===== config.mk =====
export PLATFORM = sky130hd
export DESIGN_NAME = axicb_mst_if
export DESIGN_NICKNAME = d
export VERILOG_FILES = /design/src/rtl/axicb_mst_if.sv
export SDC_FILE = /design/constraint.sdc
export NUM_CORES = 1
export LEC_CHECK = 0
export ABC_AREA = 0
export CAP_MARGIN = 20
export CORE_MARGIN = 2
export CORE_UTILIZATION = 41
export DETAILED_ROUTE_END_ITERATION = 8
export HOLD_SLACK_MARGIN = 0.15
export PLACE_DENSITY = 0.81
export SYNTH_ARGS = -nofsm -noshare
export SYNTH_HDL_FRONTEND = slang
export SYNTH_SLANG_ARGS = --single-unit

===== constraint.sdc =====
create_clock -name aclk -period 3.69 [get_ports aclk]
set_input_delay 0.369 -clock aclk [delete_from_list [all_inputs] [get_ports aclk]]
set_output_delay 0.369 -clock aclk [all_outputs]
set_load 0.05 [all_outputs]

===== src/rtl/axicb_mst_if.sv =====
// Per-master front end for the crossbar: registers AW/W/AR with ID masking,
// bounds outstanding writes/reads, and passes B/R responses straight through.
module axicb_mst_if #(
  parameter int                  AXI_ID_W        = 8,
  parameter logic [AXI_ID_W-1:0] MST_ID_MASK     = 'h00,
  parameter int                  MST_OSTDREQ_NUM = 4,
  parameter int                  AWCH_W          = 8,
  parameter int                  WCH_W           = 8,
  parameter int                  BCH_W           = 8,
  parameter int                  ARCH_W          = 8,
  parameter int                  RCH_W           = 8
) (
  input  logic              aclk,
  input  logic              arst,
  // master side
  input  logic              i_awvalid,
  output logic              i_awready,
  input  logic [AWCH_W-1:0] i_awch,
  input  logic              i_wvalid,
  output logic              i_wready,
  input  logic              i_wlast,
  input  logic [WCH_W-1:0]  i_wch,
  output logic              i_bvalid,
  input  logic              i_bready,
  output logic [BCH_W-1:0]  i_bch,
  input  logic              i_arvalid,
  output logic              i_arready,
  input  logic [ARCH_W-1:0] i_arch,
  output logic              i_rvalid,
  input  logic              i_rready,
  output logic              i_rlast,
  output logic [RCH_W-1:0]  i_rch,
  // switch side
  output logic              o_awvalid,
  input  logic              o_awready,
  output logic [AWCH_W-1:0] o_awch,
  output logic              o_wvalid,
  input  logic              o_wready,
  output logic              o_wlast,
  output logic [WCH_W-1:0]  o_wch,
  input  logic              o_bvalid,
  output logic              o_bready,
  input  logic [BCH_W-1:0]  o_bch,
  output logic              o_arvalid,
  input  logic              o_arready,
  output logic [ARCH_W-1:0] o_arch,
  input  logic              o_rvalid,
  output logic              o_rready,
  input  logic              o_rlast,
  input  logic [RCH_W-1:0]  o_rch,
  // status
  output logic [7:0]        wr_ostd,
  output logic [7:0]        rd_ostd
);

  localparam logic [7:0] OSTD_MAX = 8'(MST_OSTDREQ_NUM);

  logic              aw_load, w_load, ar_load;
  logic              b_done, r_done;
  logic [AWCH_W-1:0] aw_masked;
  logic [ARCH_W-1:0] ar_masked;

  // ID mask applied on load so the registered payload is already in switch form
  always_comb begin
    aw_masked                 = i_awch;
    aw_masked[AXI_ID_W-1:0]   = i_awch[AXI_ID_W-1:0] | MST_ID_MASK;
    ar_masked                 = i_arch;
    ar_masked[AXI_ID_W-1:0]   = i_arch[AXI_ID_W-1:0] | MST_ID_MASK;
  end

  assign i_awready = (!o_awvalid || o_awready) && (wr_ostd < OSTD_MAX);
  assign i_arready = (!o_arvalid || o_arready) && (rd_ostd < OSTD_MAX);
  assign i_wready  = !o_wvalid || o_wready;

  assign aw_load = i_awvalid && i_awready;
  assign ar_load = i_arvalid && i_arready;
  assign w_load  = i_wvalid  && i_wready;

  assign b_done = o_bvalid && i_bready;
  assign r_done = o_rvalid && i_rready && o_rlast;

  always_ff @(posedge aclk or posedge arst) begin
    if (arst) begin
      o_awvalid <= 1'b0;
      o_awch    <= '0;
    end else if (aw_load) begin
      o_awvalid <= 1'b1;
      o_awch    <= aw_masked;
    end else if (o_awready) begin
      o_awvalid <= 1'b0;
    end
  end

  always_ff @(posedge aclk or posedge arst) begin
    if (arst) begin
      o_wvalid <= 1'b0;
      o_wlast  <= 1'b0;
      o_wch    <= '0;
    end else if (w_load) begin
      o_wvalid <= 1'b1;
      o_wlast  <= i_wlast;
      o_wch    <= i_wch;
    end else if (o_wready) begin
      o_wvalid <= 1'b0;
    end
  end

  always_ff @(posedge aclk or posedge arst) begin
    if (arst) begin
      o_arvalid <= 1'b0;
      o_arch    <= '0;
    end else if (ar_load) begin
      o_arvalid <= 1'b1;
      o_arch    <= ar_masked;
    end else if (o_arready) begin
      o_arvalid <= 1'b0;
    end
  end

  // Simultaneous request and completion cancel; completion at zero is dropped
  always_ff @(posedge aclk or posedge arst) begin
    if (arst) begin
      wr_ostd <= '0;
    end else if (aw_load && !b_done) begin
      wr_ostd <= wr_ostd + 8'd1;
    end else if (b_done && !aw_load && (wr_ostd != '0)) begin
      wr_ostd <= wr_ostd - 8'd1;
    end
  end

  always_ff @(posedge aclk or posedge arst) begin
    if (arst) begin
      rd_ostd <= '0;
    end else if (ar_load && !r_done) begin
      rd_ostd <= rd_ostd + 8'd1;
    end else if (r_done && !ar_load && (rd_ostd != '0)) begin
      rd_ostd <= rd_ostd - 8'd1;
    end
  end

  assign i_bvalid = o_bvalid;
  assign o_bready = i_bready;
  assign i_bch    = o_bch;

  assign i_rvalid = o_rvalid;
  assign o_rready = i_rready;
  assign i_rlast  = o_rlast;
  assign i_rch    = o_rch;

endmodule


Word level (Yosys, flattened, before mapping)
Cells that the tools add are included.
{ "word_totals": {"mem_count": 0, "ramBits": 0, "output_inout_bits": 68, "reg_bits": 44, "mem_bits_ro": 0, "latchBits": 0} }
{ "op_classes": {"muxes": 10, "reduce_logical": 31, "add_sub_neg": 4, "n_mul": 0, "n_shift": 0, "div": 0, "n_lt_le_gt_ge": 2, "eq_ne": 0, "bitwise_logic": 0} }
{ "ops": {"columns": ["op", "n"], "rows": [
  ["two-way mux 8 bit", 4],
  ["adder 8 x 1 -> 8 bit (second input constant)", 2],
  ["less-than comparator 8 x 3 -> 1 bit (second input constant)", 2],
  ["nonzero test 8 bit", 2],
  ["subtractor 8 x 1 -> 8 bit (second input constant)", 2],
  ["logical AND 1 bit", 14],
  ["nonzero test 2 bit", 5],
  ["zero test 1 bit", 7],
  ["two-way mux 1 bit", 6],
  ["logical OR 1 bit", 3]
]} }

Logic depth before layout (Yosys ltp)
{ "logic_depth": {"word_depth": 9, "ltp_mapped": 9, "mapped_depth_nobuf": 9} }

Least setup slack after synthesis
Ideal clock, no wire load.
{ "synth_path": {"kind": "reg-to-reg", "start": "register rd_ostd[2]", "end": "register rd_ostd[6]", "setup_slack_ns": 0.669, "path_stages_with_launch": 10, "synth_period_minus_slack_ns": 3.021, "arrival_ns": 2.896, "cell_sequence": "dfrtp_1 > nor4_4 > nand4_4 > a31o_4 > fa_1 > a21o_1 > a311o_1 > a21oi_1 > xnor2_1 > mux2_4"} }
{ "synth_between": {"elab_chain_cells": 7, "word_cells_on_any_way": 13, "classes_between": "add/sub (2); order compare (1); mux (2); reduce/logical (8)"} }
{ "synth_rtl": {"columns": ["element", "line", "text"], "rows": [
  ["start, declared", "53", "output logic [7:0] rd_ostd"],
  ["start signal, assigned", "135", "rd_ostd <= rd_ostd + 8'd1;"],
  ["start signal, assigned", "137", "rd_ostd <= rd_ostd - 8'd1;"],
  ["less-than comparator 8 x 3 -> 1 bit", "72", "assign i_arready = (!o_arvalid || o_arready) && (rd_ostd < OSTD_MAX);"],
  ["logical AND 1 bit", "72", null],
  ["logical AND 1 bit", "76", "assign ar_load = i_arvalid && i_arready;"],
  ["zero test 1 bit", "136", "end else if (r_done && !ar_load && (rd_ostd != '0)) begin"],
  ["logical AND 1 bit (2 in a row)", "136", null],
  ["nonzero test 2 bit (no source line)", null, null]
]} }
Parallel ways exist; a longest one is shown, timed or not. The select of a mux whose other input is x is not followed.
A chain may end at the register's enable or synchronous reset.

Worst setup path in the final report
Ends and elaborated chain as after synthesis.

==> reports/results.tsv <==
stage	metric	value	unit
synth	synth.top_cells.by_area	dfrtp_1 44%, mux2_2 11%, mux2_4 7.2%	
detailed_routing	vias	1723	
timing	fin_skew	3.43	ps
die	initial_core_util	42.3	%
finish	area_growth	38.3	%
global_route	grt_pass1_wl	7860	um
finish	final_nets	334	
global_route	grt_max_degree	45	
clocking	cts_num_sinks	44	
timing	hold_viol	0	
die	io_pins	122	
run_status	status	finished, final reports clean	
synth	synth_edf_count	0	
worst_setup_path	reg2reg_slack	630	ps
worst_setup_path	required	3870	ps
worst_setup_path	cp.arrival	3240	ps
global_route	grt_pass1_vias	1656	
place	post_dp_cell_area	3320	um^2
synth	syn_area	2490	um^2
timing	min_period	3060	ps
synth	ys.flop_type	dfrtp_1	
synth	seq_area_frac_synth	44.2	%
timing	tightestPinTransition	524	ps
pwr	p_switching	1.56	mW
global_route	antenna_found_initial	0	
worst_setup_path	path_cells	nor4_4 > nand4_4 > a31o_4 > fa_1 > a21o_1 > a311o_1 > a21oi_1 > xnor2_1 > mux2_4	
detailed_routing	drc_errors	0	
clocking	cts_buffers	5	
worst_setup_path	r2r-end	rd_ostd[6]	
timing	slew_headroom	65.0	%
synth	synth_cell_types	35	
worst_hold_path	hold_path_class	in2async	
clocking	clkSlewWorstSetupHoldPaths	80	ps
worst_setup_path	cp_top_family	compound AO/OA/AOI/OAI gates	
worst_setup_path	reg2regPathDepth	9	
worst_setup_path	crit_fanout	10	
detailed_routing	vias_per_cell	5.04	
detailed_routing	drt_iter0_drc	46	
worst_setup_path	slowest_delay	450	ps
pwr	internal_power	1.75	mW
die	die_h	82.0	um
synth	ys_seq_elements	44	
synth	async_reset_ff_share	100	%
pwr	p_seq_share	26.4	%
synth	synthCells	190	
clocking	root_buffer	clkbuf_8	
finish	antenna_cells	0	
global_route	grt.overflow.total	0	
pwr	leakage	1.46	nW
pwr	ir_worst_vdd	0.507	mV
timing	final_max_slew_viol_count	0	
timing	grt_setup_unrepaired	false	
place	port_buffers	89	
timing	tns	0	ps
worst_setup_path	path_buf_inv	0	
clocking	cts_setup_buffers	0	
run	drv_cap	0	
synth	yosysMostFrequentCell	dfrtp_1	
clocking	cts_tree	done	
worst_setup_path	crit_path_end_kind	flop	
finish	seq_area	1100	um^2
finish	multiInputGateArea	1230	um^2
pwr	p_per_area	961	nW/um^2
detailed_routing	drt_first_pass_iters	2	
pwr	clkPwrFrac	11.0	%
detailed_routing	wire_per_inst	15.0	um
synth	synth_top_area_share	44.2	%
clocking	cts_resized	0	
detailed_routing	postRouteAntennaNets	0	
synth	synth_area_leader_cell	dfrtp_1	
synth	syn_nets	258	
worst_setup_path	cp_slowest_cell	dfrtp_1	
timing	finalSetupViolations	0	
synth	yosys_warnings	0	
die	die_w	82.0	um
die	rows	28	
timing	fmax	0.326	GHz
clocking	holdBufCountCts	0	
worst_setup_path	crit_type	reg2reg	
pwr	swShare	47.1	%
place	dpl.hpwl	3900	um
die	dieArea	6720	um^2
finish	fillers	501	
synth	avgSynthCellArea	13.1	um^2
finish	design_area	3450	um^2
global_route	grt_usage	15.7	%
pwr	p_comb_share	62.7	%
clocking	clk_latency	290	ps
place	place_congestion	0.792	
timing	finalCritPeriodShare	83.0	%
worst_setup_path	cp-start-kind	flop	
detailed_routing	routed_wl	5110	um
clocking	h-tree-depth	2	
die	coreArea	5890	um^2
synth	ys_top_cells_by_count	44 x dfrtp_1, 25 x mux2_2, 21 x buf_4	
finish	drive_gt1_share	21.3	%
clocking	clock_path_buffers	2	
worst_setup_path	r2r-start	rd_ostd[2]	
-- cell type report --
type	instances	share of cell area, %
clock buffer	6	2.11
clock inverter	2	1.02
inverter	1	0.109
multi-input combinational	124	35.7
sequential	44	32.0
tap	75	2.72
timing repair buffer	90	26.4
-- cell usage in the layout, fill, tap and decap left out, drive strengths merged --
cell type,n
o21ai,3
ha,12
nor3,1
and3,2
o22ai,1
nand2,9
a21o,5
buf,1
a221o,1
nor2,5
clkbuf,6
xnor2,7
o21bai,1
o211ai,1
a211oi,1
a311o,1
inv,1
and2,2
clkinv,1
bufinv,1
mux2i,2
o31ai,1
o21a,1
fa,2
xor2,7
dfrtp,44
a21oi,11
nand2b,4
clkdlybuf4s50,89
nand4,2
a211o,1
nor4,2
mux2,37
o2111ai,1
a31o,1
-- metal layers --
| metal | share of wire [%] | routed length [um] | global-route usage (%) |
|---|---|---|---|
| met1 | 41 | 2080 | 19.0 |
| met2 | 50 | 2580 | 27.0 |
| met3 | 7.0 | 356 | 2.86 |
| met4 | 1.9 | 95 | 7.50 |
| met5 | 0 | 0 | 0 |
-- power groups by stage --
stage	Clock (mW)	Combinational [mW]	Sequential, mW
final	0.363	2.08	0.873
after floorplan	0	0.871	1.53
after detailed placement	0	2.08	0.884
after CTS	0.376	2.09	0.876
after global routing	0.391	2.20	0.906
after global placement	0	2.04	0.879
-- how the worst max path moves through the flow --
stage	from	endpoint	slack [ps]	cells after the start
6_report	rd_ostd[2]	rd_ostd[6]	630	9
5_1_grt	rd_ostd[2]	rd_ostd[6]	440	9
4_1_cts	rd_ostd[2]	rd_ostd[6]	570	9
3_5_place_dp	o_arready	rd_ostd[6]	480	10
3_3_place_gp	o_arready	rd_ostd[6]	590	10
2_1_floorplan	rd_ostd[2]	rd_ostd[6]	670	9
-- registers in the layout (all words and copies together) (netlist names) --
register,cells
o_arch,8
o_awch,8
o_wch,8
rd_ostd,8
wr_ostd,8
o_arvalid,1
o_awvalid,1
o_wlast,1
o_wvalid,1
-- cell families (layout without fill, tap and decap cells) --
group / Yosys count / after routing / share of synthesized area (%)
muxes: 39 / 39 / 19.3
buffers and inverters: 22 / 99 / 6.48
xor gates and xnor gates: 14 / 14 / 4.92
adders and majority gates: 14 / 14 / 7.63
AOI/OAI and AO/OA: 30 / 30 / 9.04
and+or+nand+nor: 27 / 27 / 8.39
DFF: 44 / 44 / 44.2
-- metrics by stage --
step                utilization (%)  power, mW  instances  hold WS, ps  setup WS, ps
floorplan                         -       2.40        190          477           669
global placement               56.4       2.92        333          483           585
detailed placement             56.4       2.96        333          493           479
CTS                            58.2       3.34        341          512           573
global route                   58.5       3.50        342          238           443
finish                         58.5       3.31        342          238           626
(Power assumes the default switching activity.)
